<file path="src/rtl/tile_writeback_dma.sv">
// tile_writeback_dma
//   Store side of the tiled DMA path: scans a finished TILE_SIZE x TILE_SIZE
//   accumulator tile in row-major order, reads each in-range element through
//   the indexed tile read port, narrows it to DATA_WIDTH and writes it to DRAM
//   through a valid/ready channel. Elements outside the MxM matrix are skipped.
//
//   Build option: define TILE_WB_SATURATE_EN to narrow by signed saturation;
//   otherwise the accumulator is truncated to its low DATA_WIDTH bits.
//
// Ports
//   clk, rst                       clock, async active-high reset
//   start                          request, accepted only while idle
//   tile_x/tile_y/dst_base/
//   matrix_size                    job config, latched on accepted start
//   tile_rd_idx/tile_rd_en         tile read request (data returns next cycle)
//   tile_rd_data                   accumulator value of the requested element
//   dram_wr_addr/data/valid/ready  DRAM write channel
//   busy, done                     job status, done is a 1-cycle pulse
module tile_writeback_dma #(
  parameter int TILE_SIZE  = 16,
  parameter int DATA_WIDTH = 16,
  parameter int ACC_WIDTH  = 32,
  parameter int ADDR_WIDTH = 16
) (
  input  logic                                   clk,
  input  logic                                   rst,
  input  logic                                   start,
  input  logic [ADDR_WIDTH-1:0]                  tile_x,
  input  logic [ADDR_WIDTH-1:0]                  tile_y,
  input  logic [ADDR_WIDTH-1:0]                  dst_base,
  input  logic [ADDR_WIDTH-1:0]                  matrix_size,
  output logic [$clog2(TILE_SIZE*TILE_SIZE)-1:0] tile_rd_idx,
  output logic                                   tile_rd_en,
  input  logic [ACC_WIDTH-1:0]                   tile_rd_data,
  output logic [ADDR_WIDTH-1:0]                  dram_wr_addr,
  output logic [DATA_WIDTH-1:0]                  dram_wr_data,
  output logic                                   dram_wr_valid,
  input  logic                                   dram_wr_ready,
  output logic                                   busy,
  output logic                                   done
);
  localparam int N   = TILE_SIZE * TILE_SIZE;
  localparam int IW  = $clog2(N);
  localparam int LW  = $clog2(TILE_SIZE);
  localparam int AW1 = ADDR_WIDTH + 1;
  localparam logic [IW:0] N_CNT = (IW+1)'(N);

  typedef enum logic [1:0] {S_IDLE, S_RUN, S_DONE} state_t;
  state_t state;

  logic [ADDR_WIDTH-1:0] tx_q, ty_q, base_q, m_q;
  logic [IW:0]           scan_cnt;
  logic                  inflight;    // read issued last cycle, data on tile_rd_data now
  logic [ADDR_WIDTH-1:0] pend_addr;   // DRAM address of the in-flight element

  logic [ADDR_WIDTH-1:0] fifo_addr [2];
  logic [DATA_WIDTH-1:0] fifo_data [2];
  logic                  wr_ptr, rd_ptr;
  logic [1:0]            fifo_count;

  function automatic logic [DATA_WIDTH-1:0] narrow(input logic [ACC_WIDTH-1:0] x);
`ifdef TILE_WB_SATURATE_EN
    // In range iff every bit above the result's sign bit matches it.
    if (&x[ACC_WIDTH-1:DATA_WIDTH-1] || ~|x[ACC_WIDTH-1:DATA_WIDTH-1])
      return x[DATA_WIDTH-1:0];
    else if (x[ACC_WIDTH-1])
      return {1'b1, {(DATA_WIDTH-1){1'b0}}};
    else
      return {1'b0, {(DATA_WIDTH-1){1'b1}}};
`else
    return x[DATA_WIDTH-1:0];
`endif
  endfunction

`ifndef TILE_WB_SATURATE_EN
  logic unused_acc_hi;
  assign unused_acc_hi = ^tile_rd_data[ACC_WIDTH-1:DATA_WIDTH];
`endif

  // Range check is done one bit wider so tile origin + offset cannot wrap.
  logic [IW-1:0]         idx;
  logic [AW1-1:0]        row_abs, col_abs;
  logic                  in_range;
  logic [ADDR_WIDTH-1:0] elem_addr;
  assign idx       = scan_cnt[IW-1:0];
  assign row_abs   = {1'b0, ty_q} + AW1'(idx[IW-1:LW]);
  assign col_abs   = {1'b0, tx_q} + AW1'(idx[LW-1:0]);
  assign in_range  = (row_abs < {1'b0, m_q}) && (col_abs < {1'b0, m_q});
  assign elem_addr = base_q + row_abs[ADDR_WIDTH-1:0] * m_q + col_abs[ADDR_WIDTH-1:0];

  // Occupancy counts this cycle's pop so the scan keeps streaming at one
  // element per cycle under ready=1 while never exceeding the 2-entry FIFO.
  logic       pop, scan_go;
  logic [1:0] occ;
  assign pop     = dram_wr_valid && dram_wr_ready;
  assign occ     = fifo_count - {1'b0, pop} + {1'b0, inflight};
  assign scan_go = (state == S_RUN) && (scan_cnt != N_CNT) && !occ[1];

  assign tile_rd_en  = scan_go && in_range;
  assign tile_rd_idx = idx;

  assign dram_wr_valid = (fifo_count != 2'd0);
  assign dram_wr_addr  = fifo_addr[rd_ptr];
  assign dram_wr_data  = fifo_data[rd_ptr];

  always_ff @(posedge clk or posedge rst) begin
    if (rst) begin
      state      <= S_IDLE;
      busy       <= 1'b0;
      done       <= 1'b0;
      tx_q       <= '0;
      ty_q       <= '0;
      base_q     <= '0;
      m_q        <= '0;
      scan_cnt   <= '0;
      inflight   <= 1'b0;
      pend_addr  <= '0;
      wr_ptr     <= 1'b0;
      rd_ptr     <= 1'b0;
      fifo_count <= 2'd0;
      for (int i = 0; i < 2; i++) begin
        fifo_addr[i] <= '0;
        fifo_data[i] <= '0;
      end
    end else begin
      inflight <= tile_rd_en;
      if (tile_rd_en) pend_addr <= elem_addr;
      if (inflight) begin
        fifo_addr[wr_ptr] <= pend_addr;
        fifo_data[wr_ptr] <= narrow(tile_rd_data);
        wr_ptr            <= ~wr_ptr;
      end
      if (pop) rd_ptr <= ~rd_ptr;
      fifo_count <= fifo_count + {1'b0, inflight} - {1'b0, pop};
      if (scan_go) scan_cnt <= scan_cnt + 1'b1;
      done <= 1'b0;
      case (state)
        S_IDLE: if (start) begin
          tx_q     <= tile_x;
          ty_q     <= tile_y;
          base_q   <= dst_base;
          m_q      <= matrix_size;
          scan_cnt <= '0;
          busy     <= 1'b1;
          state    <= S_RUN;
        end
        S_RUN: if (scan_cnt == N_CNT && !inflight && fifo_count == 2'd0) begin
          done  <= 1'b1;
          state <= S_DONE;
        end
        S_DONE: begin
          busy  <= 1'b0;
          state <= S_IDLE;
        end
        default: state <= S_IDLE;
      endcase
    end
  end
endmodule

</file>
<file path="config.mk">
export PLATFORM = sky130hd
export DESIGN_NAME = tile_writeback_dma
export DESIGN_NICKNAME = d
export VERILOG_FILES = /design/src/rtl/tile_writeback_dma.sv
export SDC_FILE = /design/constraint.sdc
export NUM_CORES = 1
export LEC_CHECK = 0
export ABC_AREA = 1
export CAP_MARGIN = 15
export CORE_MARGIN = 8
export CORE_UTILIZATION = 25
export CTS_CLUSTER_SIZE = 30
export DETAILED_ROUTE_END_ITERATION = 6
export SLEW_MARGIN = 20
export SYNTH_ARGS = -nofsm -noshare
export SYNTH_HDL_FRONTEND = slang
export SYNTH_SLANG_ARGS = --single-unit
</file>
<file path="constraint.sdc">
create_clock -name clk -period 8.09 [get_ports clk]
set_input_delay 2.427 -clock clk [delete_from_list [all_inputs] [get_ports clk]]
set_output_delay 2.427 -clock clk [all_outputs]
set_load 0.005 [all_outputs]
</file>
==> impl_results.md <==
- Syn Area/Cell: 7.91 um2
- Final net count: 2071
- Grt total ovfl: 0
- Final Slew Violations: 0
- Fin crit share: 0.966
- CTS Buffer Depth: 2
- Final wirelength: 35.5 mm
- Worst path cell trace: clkdlybuf4s50_1 > nand2_1 > inv_1 > ha_1 > inv_1 > ha_1 > xor2_1 > xor2_1 > inv_1 > nand3_2 > nor3_2 > o41ai_1 > a31oi_1 > nand2_1 > a21oi_2 > buf_4 > clkdlybuf4s50_1
- IO Count: 144
- Core area: 52200 um2
- Vias: 10712
- DR WL/cell: 14.4 um
- Setup repair bufs after CTS: 0
- RSZ-0062 raised after global routing: no
- Fin crit period: 7.81 ns
- Area added between synthesis and finish: 19.8%
- Critical path fanouts, max: 2
- Setup violators final: 0
- FMAX: 0.128 GHz
- Yosys warnings: 0
- # clock sinks: 162
- DRT Pass-1 Iters: 5
- Port buffer count: 127
- Die Area: 60100 um2
- EDFF count, synth: 0
- Worst setup EP type: output pin
- CTS Buf Count: 17
- Largest net degree at the start of global routing: 111
- Async SR Flop Fraction: 1.00
- Layout cells sized above 1: 0.0457
- Total GRT Usage: 0.120
- First-pass GRT wire length: 58.3 mm
- Worst-margin pin slew: 0.769 ns
- Post_cts resized: 0
- Most frequent CP cell: inv_1
- Synth cell types: 43
- Site Rows: 84
- Max cap viols: 0
- Top area cells in the synthesized netlist: dfrtp_1 31%, fa_1 17%, nand2_1 13%
- Synth Cell Area: 13100 um2
- #FFs+latches synth: 162
- Total negative slack: 0 ns
- Post-Layout Cell Count: 2462
- N_diodes: 0
- Worst hold margin: 0.486 ns
- Biggest area consumer among synthesized cells: dfrtp_1
- Root buffer cell: clkbuf_16
- CP arrival: 5.39 ns
- Cells after Synth: 1659
- Top FF cell, synth: dfrtp_1
- DR vias/cell: 4.35
- Top cell type's share of synthesized area: 0.309
- Multi-input logic area: 7550 um2
- Initial Util: 0.251
- Antenna Nets Post-Route: 0
- DRC: 0
- Worst Skew: 0.0109 ns
- Count leader, synth: nand2_1
- Kind of critical path: in2out
- Hold/Removal Path Class: reg2reg
- Required time of the critical path: 5.66 ns
- CTS tree: built
- Initial antenna violation count: 0
- CP max stage delay: 0.51 ns
- Starting DRC count in detailed routing: 664
- Startpoint Class: input pin
- DP Cell Count: 2430
- Sequential share of the synthesized area: 0.309
- Final hold violation count: 0
- Max-slew headroom: 0.487
- Register area: 4050 um2
- Critical path's slowest cell: clkdlybuf4s50_1
- Htree depth: 4
- Most frequent cells after synthesis: 470 x nand2_1, 333 x inv_1, 162 x dfrtp_1
- DPL Wire Length: 28.2 mm
- Die height: 245 um
- # hold bufs at CTS: 0
- Die W: 245 um
- Clk pin slew, worst setup/hold paths: 0.07 ns
- # fillers: 5545
- Run status: finished clean
- Syn nets: 1969
- Routability cong.: 0.885
- Vias in the first global route: 11227
- Worst-Skew Late Latency: 0.46 ns
-- cell families (layout without fill, tap and decap cells) --
kind of cell               Yosys count  after routing  synth area share
adders and majority gates          210            210             0.263
xor gates and xnor gates            40             40            0.0278
buffers and inverters              399            514             0.118
AOI/OAI and AO/OA                  193            193            0.0773
DFF                                162            162             0.309
and+or+nand+nor                    655            655             0.205
-- worst paths after layout --
kind,start,cells past startpoint,slack [ns],to
worst max-delay path,dram_wr_ready,17,0.28,tile_rd_en
worst min-delay path,fifo_addr[0],2,0.49,fifo_addr[0]
worst max register to register,scan_cnt[4],33,0.80,pend_addr[15]
worst min register to register,fifo_addr[0],2,0.49,fifo_addr[0]
max in group asynchronous,rst,3,4.39,m_q[12]
min in group asynchronous,rst,2,2.50,fifo_data[5]
-- registers in the layout (all words and copies together) (netlist names) --
signal	flops
busy	1
fifo_count	2
pend_addr	16
rd_ptr	1
inflight	1
done	1
wr_ptr	1
state	2
fifo_addr	32
scan_cnt	9
tx_q	16
fifo_data	32
ty_q	16
m_q	16
base_q	16
-- routing by layer --
metal,global-route usage,share of wire,up-vias
met5,0,0,-
met4,0.0396,0.024,0
met3,0.0284,0.057,58
met2,0.195,0.46,275
met1,0.156,0.46,5142
li1,-,-,5237
-- layout make-up --
| cell class | instances | area share |
|---|---|---|
| multi-input combinational | 1098 | 0.480 |
| inverter | 346 | 0.0832 |
| sequential | 162 | 0.258 |
| clock buffer | 18 | 0.0273 |
| clock inverter | 14 | 0.0116 |
| tap | 688 | 0.0548 |
| timing repair buffer | 136 | 0.0852 |
-- metrics by stage --
step / utilization / worst slack, ns / cell area (um2)
final: 0.301 / 0.276 / 15700
after global routing: 0.301 / 0.0540 / 15700
after CTS: 0.301 / 0.171 / 15700
after detailed placement: 0.289 / 0.195 / 15100
after global placement: 0.289 / 0.258 / 15100
after floorplan: - / 1.29 / 13100
-- placed cells by master, fill, tap and decap left out, drive strengths merged, types with 2 or more instances in the layout --
cell type        n
nor3            16
buf              9
o21ai          152
nand2          483
o221ai           2
nor4             4
xor2            31
clkinv           9
bufinv           2
nand4           12
fa             110
clkbuf          18
dfrtp          162
clkdlybuf4s50  127
xnor2            9
nand3           49
ha             100
inv            348
nor2            86
nand3b           3
a211oi           4
a21oi           28
-- worst max-delay path, delay by kind of cell --
kind	cells	cell delay, ns
AO/OA/AOI/OAI	3	0.38
AND/OR/NAND/NOR	4	0.52
buffers and inverters	6	1.28
XOR/XNOR	2	0.31
adder cells (fa/ha/maj)	2	0.45
Power is not shown: default switching activity piles up to over one toggle a cycle in this logic, so the estimate is an artifact.
==> edit, RTL diff (same flow settings) <==
The option `TILE_WB_SATURATE_EN` is turned on by a define.
--- a/src/rtl/tile_writeback_dma.sv
+++ b/src/rtl/tile_writeback_dma.sv
@@ -17,4 +17,6 @@
 //   dram_wr_addr/data/valid/ready  DRAM write channel
 //   busy, done                     job status, done is a 1-cycle pulse
+`define TILE_WB_SATURATE_EN
+
 module tile_writeback_dma #(
   parameter int TILE_SIZE  = 16,
Function: changed (Yosys sat finds a counterexample within 4 cycles, from zero or initial values and one cycle with rst high).
==> edit against the original RTL <==
Synthesized cell count grew 4.1%. Synthesized area rose by 2.4%. Critical endpoint unchanged. Largest cell class unchanged. Worst setup slack got worse by 0.032 ns. Die area increased by 2.2%. Final area rose by 2.9%. Critical path type unchanged. Wire length is 8.5% higher. Sequential cell count unchanged.
Power is left out: the tool's default activity adds up to more than one toggle a clock period on the data nets, which glitch-free logic cannot reach.
==> edit: results (changes against the original RTL) <==
status finished clean; initial DRC count 628 (-5.4%); sequential fraction of the synthesis area 30.2% (-0.71 points); met1 GRT Util 16.5% (+0.84 points); first-pass GRT wire length 61.1 mm (+4.8%); metal2 WL 17.9 mm (+9.5%); share of layout cells above drive strength 1 4.36% (-0.21 points); Synth area leaders dfrtp_1, fa_1, nand2_1, inv_1, ha_1; Period minus WS final 7.85 ns (+0.0318 ns); Slew headroom 28.3% (-20 points); clock skew 0.0146 ns (+0.00369 ns); post-CTS resize count 0 (unchanged); port buffer count 143 (+13%); met3 WL 2.29 mm (+14%); via count 11123 (+3.8%); Synth cell types 43 (unchanged); M1 WL 17.6 mm (+8.0%); crit path max fanout 5 (+3); Placed Area 15600 um^2 (+3.1%); synth warn 0 (unchanged); GR Layer Usage met3 3.12% (+0.28 points); GP Congestion 0.891 (+0.69%); final-stage net count 2156 (+4.1%); Commonest cells post-synth nand2_1, inv_1, dfrtp_1; initial antenna violation count 1 (+1); clock slew at reported path FFs 0.08 ns; GRT Util Overall 12.7% (+0.70 points); hpwl dp 30.9 mm (+9.4%); Compound-Gate Fraction of Synth Area 7.75% (+0.018 points); GR Util met2 21.0% (+1.4 points); adder-cell share of the synthesized area 25.7% (-0.61 points); Post-Synth XOR/XNOR Area 2.22% (-0.57 points); largest net degree at the start of global routing 89 (-20%); fill cell count 5752 (+3.7%); Clk Latency, worst-skew pair 0.45 ns; syn nets 2037 (+3.5%); routed len/inst 15.1 um (+4.5%)
edit: cell count changes after synthesis, moves of 7 or more:
cell	delta
nand2_1	+23
inv_1	+12
nand3_1	+12
nor2_1	+11
nor3_1	-9
o21ai_0	+9
nand4_1	+7
xor2_1	-7
edit: metrics by stage:
stage | utilization (%) | setup WS (ns) | instances | hold WS (ns)
final | 30.2 | 0.244 | 2556 | 0.482
after global routing | 30.2 | 0.0222 | 2555 | 0.505
after CTS | 30.2 | 0.109 | 2555 | 0.487
after detailed placement | 29.1 | 0.127 | 2523 | 0.466
after global placement | 29.1 | 0.126 | 2523 | 0.462
after floorplan | - | 1.29 | 1727 | 0.449
edit: worst max-delay path, stage by stage:
cell and delay, ns:
clkdlybuf4s50_1 0.40, nand2_1 0.14, inv_1 0.06, ha_1 0.26, inv_1 0.06, ha_1 0.15
xor2_1 0.23, xnor2_2 0.17, nand3_2 0.15, inv_1 0.11, nand2_1 0.06, a221oi_2 0.24
nand2_1 0.11, nor2_2 0.17, buf_4 0.16, clkdlybuf4s50_1 0.51
edit: layout make-up:
class	instances	area [um^2]	area share, %
Antenna cell	1	2.50	0.0155
Clock buffer	19	433	2.68
Inverter	358	1350	8.34
Timing Repair Buffer	152	1500	9.29
Tap cell	696	871	5.38
Sequential cell	162	4050	25.1
Clock inverter	13	159	0.983
Multi-Input combinational cell	1155	7800	48.2
edit: worst paths after layout:
kind	slack, ns	depth (start not counted)	from	to
min in group asynchronous	2.50	2	rst	fifo_data[22]
hold / removal	0.48	2	fifo_data[7]	fifo_data[7]
hold reg to reg	0.48	2	fifo_data[7]	fifo_data[7]
setup / recovery	0.24	16	dram_wr_ready	tile_rd_en
setup reg to reg	0.88	33	scan_cnt[4]	pend_addr[14]
max in group asynchronous	4.40	3	rst	pend_addr[8]
